**src/rtl/divisor_shift_sub.sv**
```systemverilog
// divisor_shift_sub: sequential 8-bit by 4-bit unsigned restoring divider.
// A start pulse latches the operands. One CHECK cycle screens for quotient
// overflow, then four DIV cycles retire one quotient bit each. X holds
// {remainder, quotient} once finished, and Done pulses for one cycle.
module divisor_shift_sub (
    input  logic       Clk,
    input  logic       Rst,
    input  logic       St,
    input  logic [7:0] Dividendo,
    input  logic [3:0] Divisor,
    output logic [3:0] Quociente,
    output logic [3:0] Resto,
    output logic       V,
    output logic       Done,
    output logic       Idle
);

    typedef enum logic [1:0] {
        StIdle,
        StCheck,
        StDiv,
        StDone
    } state_e;

    state_e      state_q;
    logic [8:0]  x_q;
    logic [3:0]  y_q;
    logic [1:0]  cnt_q;
    logic        v_q;

    // One restoring iteration: shift left, then try to subtract the divisor
    // from the upper five bits. The LSB of the result is the new quotient bit.
    logic [8:0]  shift_x;
    logic [4:0]  shift_hi;
    logic [4:0]  y_ext;
    logic [4:0]  diff;
    logic        fits;
    logic [8:0]  x_step;
    logic        overflow;

    // Datapath for a single shift-subtract step and the overflow screen.
    always_comb begin
        shift_x  = {x_q[7:0], 1'b0};
        shift_hi = shift_x[8:4];
        y_ext    = {1'b0, y_q};
        fits     = (shift_hi >= y_ext);
        diff     = shift_hi - y_ext;
        x_step   = fits ? {diff, shift_x[3:1], 1'b1} : shift_x;
        // Dividend >= 16*divisor means the quotient does not fit in 4 bits;
        // a zero divisor always lands here too.
        overflow = (x_q[7:4] >= y_q);
    end

    // X[8] only carries a shifted-out bit inside the step and always ends at 0.
    logic unused_x_msb;
    assign unused_x_msb = x_q[8];

    // Control FSM and working registers, all updated together.
    always_ff @(posedge Clk or posedge Rst) begin
        if (Rst) begin
            state_q <= StIdle;
            x_q     <= 9'd0;
            y_q     <= 4'd0;
            cnt_q   <= 2'd0;
            v_q     <= 1'b0;
        end else begin
            unique case (state_q)
                StIdle: begin
                    if (St) begin
                        x_q     <= {1'b0, Dividendo};
                        y_q     <= Divisor;
                        v_q     <= 1'b0;
                        cnt_q   <= 2'd0;
                        state_q <= StCheck;
                    end
                end
                StCheck: begin
                    if (overflow) begin
                        x_q     <= 9'd0;
                        v_q     <= 1'b1;
                        state_q <= StDone;
                    end else begin
                        state_q <= StDiv;
                    end
                end
                StDiv: begin
                    x_q   <= x_step;
                    cnt_q <= cnt_q + 2'd1;
                    if (cnt_q == 2'd3) begin
                        state_q <= StDone;
                    end
                end
                StDone: begin
                    state_q <= StIdle;
                end
                default: begin
                    state_q <= StIdle;
                end
            endcase
        end
    end

    // Outputs are views of the registered state.
    always_comb begin
        Quociente = x_q[3:0];
        Resto     = x_q[7:4];
        V         = v_q;
        Done      = (state_q == StDone);
        Idle      = (state_q == StIdle);
    end

endmodule

```
**config.mk**
```make
export PLATFORM = sky130hd
export DESIGN_NAME = divisor_shift_sub
export DESIGN_NICKNAME = d
export VERILOG_FILES = /design/src/rtl/divisor_shift_sub.sv
export SDC_FILE = /design/constraint.sdc
export NUM_CORES = 1
export LEC_CHECK = 0
export ABC_CLOCK_PERIOD_IN_PS = 4500
export BUFFER_PORTS_ARGS = -buffer_cell sky130_fd_sc_hd__buf_2
export CELL_PAD_IN_SITES_DETAIL_PLACEMENT = 1
export CELL_PAD_IN_SITES_GLOBAL_PLACEMENT = 2
export CORE_MARGIN = 2
export CORE_UTILIZATION = 35
export DETAILED_ROUTE_END_ITERATION = 16
export PLACE_DENSITY_LB_ADDON = 0.1
export SETUP_SLACK_MARGIN = 0.3
export SYNTH_ARGS = -nofsm -noshare
export SYNTH_HDL_FRONTEND = slang
export SYNTH_SLANG_ARGS = --single-unit
```
**constraint.sdc**
```tcl
create_clock -name Clk -period 4.5 [get_ports Clk]
set_input_delay 0.9 -clock Clk [delete_from_list [all_inputs] [get_ports Clk]]
set_output_delay 0.9 -clock Clk [all_outputs]
set_load 0.01 [all_outputs]
```
Word level (Yosys, flattened, before mapping):

Cells that the tools add are included.

* add/subtract/negate cells: 2
* magnitude comparators: 2
* equal/unequal tests: 7
* multiplexer cells: 13
* reduce and logical (&&, ||, !) cells: 9

Operators with widths (number)
* $mux 8: 3
* $pmux 8 s3: 1
* $pmux 2 s4: 1
* $eq 2x2->1 const B: 3
* $mux 2: 3
* $ne 2x2->1 const B: 3
* $reduce_and 2->1: 3
* $reduce_and 3->1: 2
* $ge 5x4->1: 1
* $ge 4x4->1: 1
* $pmux 2 s2: 1
* $reduce_bool 2->1: 2
* $sub 4x4->4: 1
* $mux 1: 3
* $reduce_bool 3->1: 1
* $add 2x1->2 const B: 1
* $eq 2x1->1 const B: 1
* $logic_not 2->1: 1
* $pmux 1 s2: 1

* flip-flop bits (word level): 17
* input port bits: 15
* output and inout bits: 11
* word-level logic and storage cells: 38

Logic depth before layout (Yosys ltp):

Gate-level depths: netlist of the first run.

* depth after elaboration: 3
* depth in mapped cells: 9
* mapped depth without buffers: 7

Worst setup path before layout of the first run:

Ideal clock, no wire load.

* kind: reg2reg
* start: register x_q[5]
* end: register x_q[6]
* library setup time: 0.126 ns
* arrival: 1.872 ns
* data required time: 4.374 ns
* setup slack: 2.502 ns
* cell stages (with the launch flop): 7
* path buffers: 0
* clock period less this slack: 1.998 ns
* path through: dfrtp_1 > ha_1 > o21ai_1 > a21oi_1 > nor2_1 > mux2_2 > a221o_1

* longest elaborated chain between the ends: 3
* elaborated cells between the ends (all ways): 7
* those cells by class: add/sub: 1; order compare: 2; eq/ne: 1; mux: 2; reduce/logical: 1

RTL lines
* from (decl): RTL line 26 `logic [8:0] x_q;`
* from (signal assigned): RTL line 70 `x_q <= {1'b0, Dividendo};`
* from (signal assigned): RTL line 87 `x_q <= x_step;`
* $sub 4x4->4 (tied with other cells): RTL line 47 `diff = shift_hi - y_ext;`
* $mux 8 or $ne 2x2->1 (tied branches)
* $pmux 8 s3 or $reduce_and 3->1 (tied branches)

Several ways; a longest one is shown, not always the timed one.
A chain may end at the register's enable or synchronous reset.

Worst setup path after layout of the first run:

* start: register state_q[0]
* end: output Idle

* longest elaborated chain between the ends: 1

RTL lines
* from (decl): RTL line 25 `state_e state_q;`
* from (signal assigned): RTL line 61 `state_q <= StIdle;`
* from (signal assigned): RTL line 74 `state_q <= StCheck;`
* from (signal assigned): RTL line 81 `state_q <= StDone;`
* $logic_not 2->1: RTL line 109 `Idle = (state_q == StIdle);`
* to (decl): RTL line 15 `output logic Idle`

No other way between the ends.

==> results.md, run 1 <==
* Status: complete, no violations
* Hold Path Origin: cnt_q[1]
* Synth Cell Area at 0.00114 sq mm
* Share of layout cells above drive strength 1 at 0.254
* Area contributors post-synth: dfrtp_1 (37%), ha_1 (14%), mux2_2 (4.9%), o21ai_0 (4.8%), inv_1 (3.6%)
* I/O Pins at 26
* Max VDD drop at roughly 320 uV
* Yosys top cell by area: dfrtp_1
* Reg2Reg Setup Slack at ~2.3 ns
* PD cells at ~830 mW/mm^2
* Cells after synthesis at roughly 120
* Type of origin of the critical path: flop
* CTS Buf Count at 3
* Core area at 0.00308 sq mm
* Die Wd at between 60 and 70 um
* Hold Buf Count CTS at 0
* Global placement routability congestion at between 0.8 and 0.9
* Critical-path maximum fanout at 7
* CTS Root Cell: clkbuf_4
* Mapped Avg Cell Area at 9.84 sq um
* Drt pass-1 iters at 3
* Antenna viol nets, final at 0
* Fin crit share at 0.489
* Row count at 20
* CTS H-tree lvls at 1
* Port-buffer cells at 25
* Part of the Yosys area used for sequential elements at 0.373
* Worst-Margin Slew at ~0.66 ns
* Via count at ~920
* RSZ-0062 raised after global routing: false
* Worst Setup Path Type: reg -> out
* MaxCap Viol Count at 0
* Hold depth at 1
* Hold Path End: cnt_q[1]
* Slowest CP cell: dfrtp_1
* Pleak at 0.645 nW
* Initial antenna violation count at 0
* PnR worst setup slack at around 2.3 ns
* Die Span Y at about 61 um
* Largest stage delay, worst path at around 0.42 ns
* Drt drc at 0
* FMAX at between 400 and 500 MHz
* Setup Skew at 0.00838 ns
* Final setup violation count at 0
* Vias/cell at 4.97
* R2r startpoint: x_q[5]
* Largest net degree at the start of global routing at 18
* Slew HR at 0.559
* Critical Path RT at between 3 and 4 ns
* Post-DP HPWL at about 2.0 mm
* Vias in the first global route at approximately 910
* Wirelength per Cell at ~14 um
* DR iter-0 viols at 46
* Sink Count at 17
* Clk_lat worst skew at 0.30 ns
* Post-cts sizing count at 0
* Slew Limit Fails at 0
* Fin Setup TNS at 0 ns
* Hold WC Path Type: reg -> reg
* Placement Setup Slack at ~2.3 ns
* CP endpoint kind: primary output
* Crit-path cells: inv_1, ha_1, buf_2
* Deepest clock path buffer count at 2
* Seq cells post-synth at 17
* Global-route wire length before repair at around 4.3 mm
* Nets at between 150 and 200
* RR Endpoint: x_q[6]
* Full die area at 0.00373 sq mm
* Tot GR Track Use at 0.157
* CTS tree: yes
* ANT cells at 0
* Synth Net Count at approximately 150
* Grt total ovfl at 0
* Synth top area share at 0.373
* Setup Buffers After CTS at 0
* Final WL at 2.54 mm
* Crit path arrival time at around 1.3 ns
* Initial Utilization at 0.371
* Synth-to-Final Area Change at 16.0%
* Final hold vios at 0
* Warnings, synthesis at 0
* Clk slew on worst S/H paths at ~0.10 ns
* Reg2Reg Depth at 6
* Post-layout min period at about 2.2 ns
* Netlist cell types at 35
## critical path, delay by kind of cell (launching register included)
family     cells  cell delay, ns
buf+inv        2            0.30
flops          1            0.42
fa+ha+maj      1            0.28
## through the flow
| stage | utilization | hold WS, ns | instance area [sq um] | cells | power (mW) |
|---|---|---|---|---|---|
| 3_5_place_dp | 0.422 | 0.486 | 1300 | 182 | 1.04 |
| 5_1_grt | 0.430 | 0.520 | 1320 | 186 | 1.24 |
| 4_1_cts | 0.430 | 0.509 | 1320 | 186 | 1.13 |
| 2_1_floorplan | - | 0.463 | 1140 | 116 | 0.864 |
| 6_report | 0.430 | 0.502 | 1320 | 186 | 1.10 |
| 3_3_place_gp | 0.422 | 0.481 | 1300 | 182 | 1.02 |
## power breakdown
group | switching (mW) | total [mW] | internal, mW | leakage (nW)
clock network | 0.0492 | 0.0837 | 0.0345 | 0.0150
logic | 0.420 | 0.738 | 0.318 | 0.418
registers | 0.0573 | 0.282 | 0.225 | 0.213
total | 0.527 | 1.10 | 0.577 | 0.645
## placed cells by master, fill, tap and decap left out, types with 4 or more instances in the layout
cell      synthesis  routed
o21ai_0          11      11
dfrtp_1          17      17
nor2_1            5       5
nand2_1          10      10
a21oi_1           5       5
mux2_2            5       5
nand2b_1          4       4
ha_1             13      13
nor3b_1           4       4
inv_1            11      11
buf_2             1      25
## cell families after synthesis
group | after synthesis | synth area share
mux | 7 | 0.0669
xor+xnor | 1 | 0.00768
flops | 17 | 0.373
compound gates | 32 | 0.195
simple gates | 31 | 0.140
fa+ha+maj | 14 | 0.160
buf+inv | 14 | 0.0570
## state kept, by name, indices dropped and copies added, names as in the netlist
signal and cells:
V 1, cnt_q 2, state_q 2, x_q 8, y_q 4
## metal layers
layer,share of wire,global-route usage,wire length (um)
met1,0.48,0.206,1230
met2,0.46,0.254,1170
met3,0.048,0.0483,122
met4,0.010,0.0373,26
met5,0,0,0
## synth_stat cells
cell type / n
dfrtp_1: 17
ha_1: 13
inv_1: 11
o21ai_0: 11
nand2_1: 10
a21oi_1: 5
mux2_2: 5
nor2_1: 5
nand2b_1: 4
nor3b_1: 4
a221o_1: 3
nor2b_1: 3
a31oi_1: 2
mux2i_1: 2
a211oi_1: 1
a21boi_0: 1
a22oi_1: 1
a2bb2oi_1: 1
a311oi_1: 1
a32o_1: 1
and2_1: 1
buf_2: 1
buf_4: 1
buf_6: 1
fa_1: 1
nand4_1: 1
nor2_2: 1
nor3_1: 1
o211a_2: 1
o21ai_1: 1
o21ai_4: 1
o21bai_1: 1
o41a_1: 1
or3_1: 1
xnor2_1: 1
## cell type report
cell class,instances,area [sq um]
clock buffers,4,26.3
fillers,377,1750
inverters,11,41.3
multi-input cells,85,651
flip-flops and latches,17,425
well taps,44,55.1
repair buffers,25,125
## worst max-delay path by stage
stage / start / endpoint / slack (ns) / cells after the start
finish: state_q[0] / Idle / 2.30 / 3
global route: x_q[4] / x_q[4] / 2.15 / 7
CTS: state_q[0] / Idle / 2.29 / 3
detailed placement: x_q[5] / x_q[6] / 2.32 / 6
global placement: St / x_q[4] / 2.36 / 6
floorplan: x_q[5] / x_q[6] / 2.50 / 6
Note: power is estimated with default switching activity, not from simulation.
==> inputs of run 2 (changes only) <==
--- a/config.mk
+++ b/config.mk
@@ -5,12 +5,12 @@
 export SDC_FILE = /design/constraint.sdc
 export NUM_CORES = 1
 export LEC_CHECK = 0
-export ABC_CLOCK_PERIOD_IN_PS = 4500
+export ABC_CLOCK_PERIOD_IN_PS = 2040
 export BUFFER_PORTS_ARGS = -buffer_cell sky130_fd_sc_hd__buf_2
 export CELL_PAD_IN_SITES_DETAIL_PLACEMENT = 1
 export CELL_PAD_IN_SITES_GLOBAL_PLACEMENT = 2
 export CORE_MARGIN = 2
-export CORE_UTILIZATION = 35
+export CORE_UTILIZATION = 32
 export DETAILED_ROUTE_END_ITERATION = 16
 export PLACE_DENSITY_LB_ADDON = 0.1
 export SETUP_SLACK_MARGIN = 0.3
==> constraint.sdc (replaced) <==
create_clock -name Clk -period 2.04 [get_ports Clk]
set_input_delay 0.408 -clock Clk [delete_from_list [all_inputs] [get_ports Clk]]
set_output_delay 0.408 -clock Clk [all_outputs]
set_load 0.01 [all_outputs]
==> run 2 against run 1 <==
Against the previous run: worst setup slack got worse by 2.1 ns; largest power group unchanged; final cell count grew 7.5%; die area grew 8.7%; highest routed layer unchanged; total power grew to 2.9 times the previous value.
==> results.md, run 2 (synthesis results as in run 1) <==
* Non-Filler Instances at 200
* Max FFs per register at 8
* Hold Buf Count CTS at 0
* Most frequent cells in the layout: buf_2 (25), dfrtp_1 (14), o21ai_0 (10), nand2_1 (10), buf_4 (10)
* Clk slew on worst S/H paths at around 0.11 ns
* Global-route wire length before repair at around 5.3 mm
* Tot GR Track Use at 0.168
* Type of origin of the critical path: flop
* Fin Setup TNS at 0 ns
* CTS Buf Count at 3
* Drt pass-1 iters at 4
* Crit-path cells: inv_2, buf_6, fa_2, xnor2_2, mux2_4, a221o_1
* Worst path bufs/invs at 2
* Worst-Margin Slew at 0.727 ns
* Wirelength per Cell at about 16 um
* CTS Root Cell: clkbuf_4
* Critical Path RT at 2.22 ns
* Final setup violation count at 0
* Nets at around 180
* Final hold vios at 0
* CTS H-tree lvls at 1
* Vias/cell at around 5.0
* CP endpoint kind: flop
* CTS tree: yes
* Most common cell after layout, fill and taps aside: buf_2
* Worst Setup Path Type: reg -> reg
* Synth-to-Final Area Change at 38.7%
* Largest stage delay, worst path at between 0.4 and 0.5 ns
* Slew Limit Fails at 0
* Sink Count at 17
* Global placement routability congestion at 0.759
* DR iter-0 viols at 17
* Vias in the first global route at between 1000 and 1500
* Status: complete, no violations
* Pleak at about 0.72 nW
* Initial antenna violation count at 0
* Final Power at 3.21 mW
* Deepest clock path buffer count at 2
* Post-DP HPWL at roughly 2.2 mm
* Share of layout cells above drive strength 1 at 0.468
* PD cells at slightly above 2000 mW/mm^2
* Grt total ovfl at 0
* Fin crit share at 0.915
* Post-layout min period at around 1.9 ns
* Max VDD drop at between 600 and 700 uV
* CP top delay family: flip-flops
* I/O Pins at 26
* Final WL at 3.13 mm
* Crit path arrival time at 2.04 ns
* Placed Cells at ~190
* Reg with most FFs: x_q
* Setup Skew at around 0.0047 ns
* Fill count at slightly below 400
* Slew HR at 0.515
* Port-buffer cells at 25
* Antenna viol nets, final at 0
* Top Registers: x_q x8, y_q x4
* Hold WC Path Type: in -> async
* Row count at 21
* Die Wd at between 60 and 70 um
* Slowest CP cell: dfrtp_1
* Initial Utilization at 0.337
* Core area at 0.00339 sq mm
* MaxCap Viol Count at 0
* Via count at between 1000 and 1500
* Full die area at ~0.0041 sq mm
* RSZ-0062 raised after global routing: true
* Hold slack at ~0.22 ns
* Drt drc at 0
* FMAX at about 540 MHz
* Die Span Y at ~64 um
* ANT cells at 0
* Critical-path maximum fanout at 4
* Largest net degree at the start of global routing at 18
* Clk_lat worst skew at 0.29 ns
[run 2: cell count changes in the layout (fill, tap and decap cells not counted), moves of 2 or more]
cell / previous run / this run
buf_4: 0 / 10
buf_6: 0 / 2
dfrtp_1: 17 / 14
dfrtp_2: 0 / 3
ha_1: 13 / 5
ha_4: 0 / 7
inv_1: 11 / 7
inv_2: 0 / 3
nor2_4: 0 / 2
[run 2: where the power goes]
group	internal (mW)	switching, mW
logic	1.17	1.20
registers	0.500	0.158
clock network	0.0759	0.111
[run 2: layout make-up]
class                   count  area [sq um]  area share
multi-input cells          85           803       0.508
flip-flops and latches     17           429       0.271
repair buffers             37           223       0.141
well taps                  46          57.6      0.0364
inverters                  11          43.8      0.0277
clock buffers               4          26.3      0.0166
[run 2: per-layer routing]
| layer | vias up | share of wire | GRT usage | wire length, um |
|---|---|---|---|---|
| met3 | 2 | 0.025 | 0.0232 | 79 |
| met5 | - | 0 | 0 | 0 |
| met4 | 0 | 0.0048 | 0.0543 | 15 |
| met1 | 502 | 0.45 | 0.218 | 1420 |
| li1 | 490 | - | - | - |
| met2 | 13 | 0.52 | 0.286 | 1620 |
[run 2: path summary, 6_finish.rpt]
path,startpoint,to,slack (ns),depth (start not counted)
worst max-delay path,x_q[4],x_q[6],0.17,6
worst min-delay path,Rst,x_q[1],0.22,2
worst max register to register,x_q[4],x_q[6],0.17,6
worst min register to register,cnt_q[0],cnt_q[0],0.51,1
max in group asynchronous,Rst,y_q[0],1.31,2
min in group Clk,Divisor[0],y_q[0],0.34,2
[run 2: repair_timing]
action / CTS / global route
buffers inserted: 9 / 0
setup endpoints to repair: 8 / 9
pin swaps: 8 / 4
gates cloned: 0 / 0
resized for setup: 12 / 8
[run 2: metrics by stage]
step           setup slack, ns   util  area [sq um]
6_report                 0.174  0.467          1580
5_1_grt                  0.129  0.467          1580
2_1_floorplan            0.266      -          1200
3_3_place_gp            0.0854  0.409          1390
3_5_place_dp             0.116  0.409          1390
4_1_cts                  0.202  0.458          1550
==> inputs of run 3 (changes only) <==
--- a/config.mk
+++ b/config.mk
@@ -12,7 +12,7 @@
 export CORE_MARGIN = 2
 export CORE_UTILIZATION = 32
 export DETAILED_ROUTE_END_ITERATION = 16
-export PLACE_DENSITY_LB_ADDON = 0.1
+export PLACE_DENSITY = 0.84
 export SETUP_SLACK_MARGIN = 0.3
 export SYNTH_ARGS = -nofsm -noshare
 export SYNTH_HDL_FRONTEND = slang
==> run 3 against run 2 <==
Against the previous run: via count down 0.50%; final area up 2.5%; global-route usage down 0.14 points; largest power group unchanged; sequential power down 2%; combinational power up 4%; critical path type unchanged; routed wire length down 1.1%.
==> results.md, run 3 (synthesis results as in run 1) <==
* Post-DP HPWL at between 2 and 2.5 mm
* Clk slew on worst S/H paths at approximately 0.11 ns
* PD cells at slightly above 2000 mW/mm^2
* Hold slack at ~0.19 ns
* Final hold vios at 0
* ANT cells at 0
* FMAX at 540 MHz
* Max VDD drop at 918 uV
* Critical Path RT at roughly 2.2 ns
* Final WL at between 3 and 4 mm
* Initial Utilization at 0.337
* RSZ-0062 raised after global routing: true
* Sink Count at 17
* Status: complete, no violations
* Clk_lat worst skew at 0.30 ns
* CTS Root Cell: clkbuf_4
* MaxCap Viol Count at 0
* Share of layout cells above drive strength 1 at 0.494
* Grt total ovfl at 0
* Core area at approximately 0.0034 sq mm
* Crit path arrival time at roughly 2.1 ns
* Global-route wire length before repair at slightly above 5 mm
* Final setup violation count at 0
* CTS Buf Count at 3
* Largest net degree at the start of global routing at 18
* Max FFs per register at 8
* Setup Skew at 0.0110 ns
* Top Registers: x_q x8, y_q x4
* I/O Pins at 26
* Fill count at 390
* Most common cell after layout, fill and taps aside: buf_2
* Die Span Y at about 64 um
* Drt drc at 0
* Hold WC Path Type: in -> async
* Fin Setup TNS at 0 ns
* Area of the multi-input gates at a little over 800 sq um
* Die Wd at 63.7 um
* Nets at roughly 190
* Via count at ~1000
* CP endpoint kind: flop
* Antenna viol nets, final at 0
* Row count at 21
* Vias/cell at 4.96
* Port-buffer cells at 25
* Fin crit share at 0.909
* Global placement routability congestion at ~0.80
* CTS H-tree lvls at 1
* DR iter-0 viols at 14
* Reg area at approximately 430 sq um
* Initial antenna violation count at 0
* Hold Buf Count CTS at 0
* Post-layout min period at 1.85 ns
* Core Util, Final at 0.479
* Vias in the first global route at approximately 1100
* CTS tree: yes
* Non-Filler Instances at 202
* Drt pass-1 iters at 2
* Full die area at 0.00406 sq mm
* Worst Setup Path Type: reg -> reg
* Type of origin of the critical path: flop
* Placed Cells at roughly 190
* Deepest clock path buffer count at 2
* Wirelength per Cell at approximately 15 um
* Worst-Margin Slew at between 0.6 and 0.7 ns
* Most frequent cells in the layout: buf_2 (25), dfrtp_1 (14), buf_4 (12), o21ai_0 (9), nand2_1 (9)
* Pleak at 0.735 nW
* Slew HR at 0.538
* Reg with most FFs: x_q
* Synth-to-Final Area Change at 42.2%
* Slew Limit Fails at 0
* Critical-path maximum fanout at 3
* Tot GR Track Use at 0.166
==> run 3: cell count changes in the layout (fill, tap and decap cells not counted), sizes merged <==
| cell | before | now |
|---|---|---|
| buf | 37 | 39 |
| clkbuf | 4 | 3 |
| clkinv | 0 | 1 |
==> run 3: metrics by stage <==
step                      instance area [sq um]  total power, mW  worst slack (ns)
final                                      1620             3.30             0.187
after global routing                       1620             3.63             0.107
after CTS                                  1590             3.24             0.205
after detailed placement                   1400             2.59            0.0310
after global placement                     1400             2.49             0.185
after floorplan                            1200             2.08             0.266
==> run 3: routing by layer <==
metal,global-route usage,vias to the layer above,share of wire
met5,0,-,0
met4,0.0408,0,0.0068
met3,0.0250,3,0.027
met2,0.309,18,0.52
met1,0.198,489,0.44
li1,-,492,-
==> run 3: what timing repair did <==
item,4_1_cts,5_1_grt
pin swaps,7,3
setup endpoints to repair,10,9
resized for setup,15,8
buffers inserted,8,1
==> run 3: path summary, 6_finish.rpt <==
kind / start / end / slack [ns] / cells after the start
min: Rst / x_q[1] / 0.19 / 2
min reg2reg: cnt_q[0] / cnt_q[0] / 0.51 / 1
max reg2reg: x_q[4] / x_q[6] / 0.19 / 7
min in group Clk: Divisor[0] / y_q[0] / 0.34 / 2
max: x_q[4] / x_q[6] / 0.19 / 7
max in group asynchronous: Rst / state_q[0] / 1.36 / 2
==> run 3: layout make-up <==
type                            count  area share
Clock inverter                      1     0.00308
Clock buffer                        3      0.0139
Inverter                           11      0.0254
Timing Repair Buffer               39       0.152
Multi-Input combinational cell     85       0.506
Tap cell                           46      0.0355
Sequential cell                    17       0.264
==> run 3: critical path, stage by stage, from the launching register on <==
cell	delay, ns
dfrtp_1	0.43
buf_4	0.16
ha_4	0.28
nand2b_4	0.06
a21oi_4	0.16
nor2_4	0.07
mux2_4	0.29
a221o_1	0.30
==> run 3: where the power goes <==
group / switching (mW) / internal [mW] / leakage (nW) / total, mW
Clock: 0.116 / 0.0730 / 0.0177 / 0.189
Sequential: 0.147 / 0.500 / 0.209 / 0.647
Combinational: 1.21 / 1.25 / 0.509 / 2.46
Total: 1.47 / 1.83 / 0.735 / 3.30
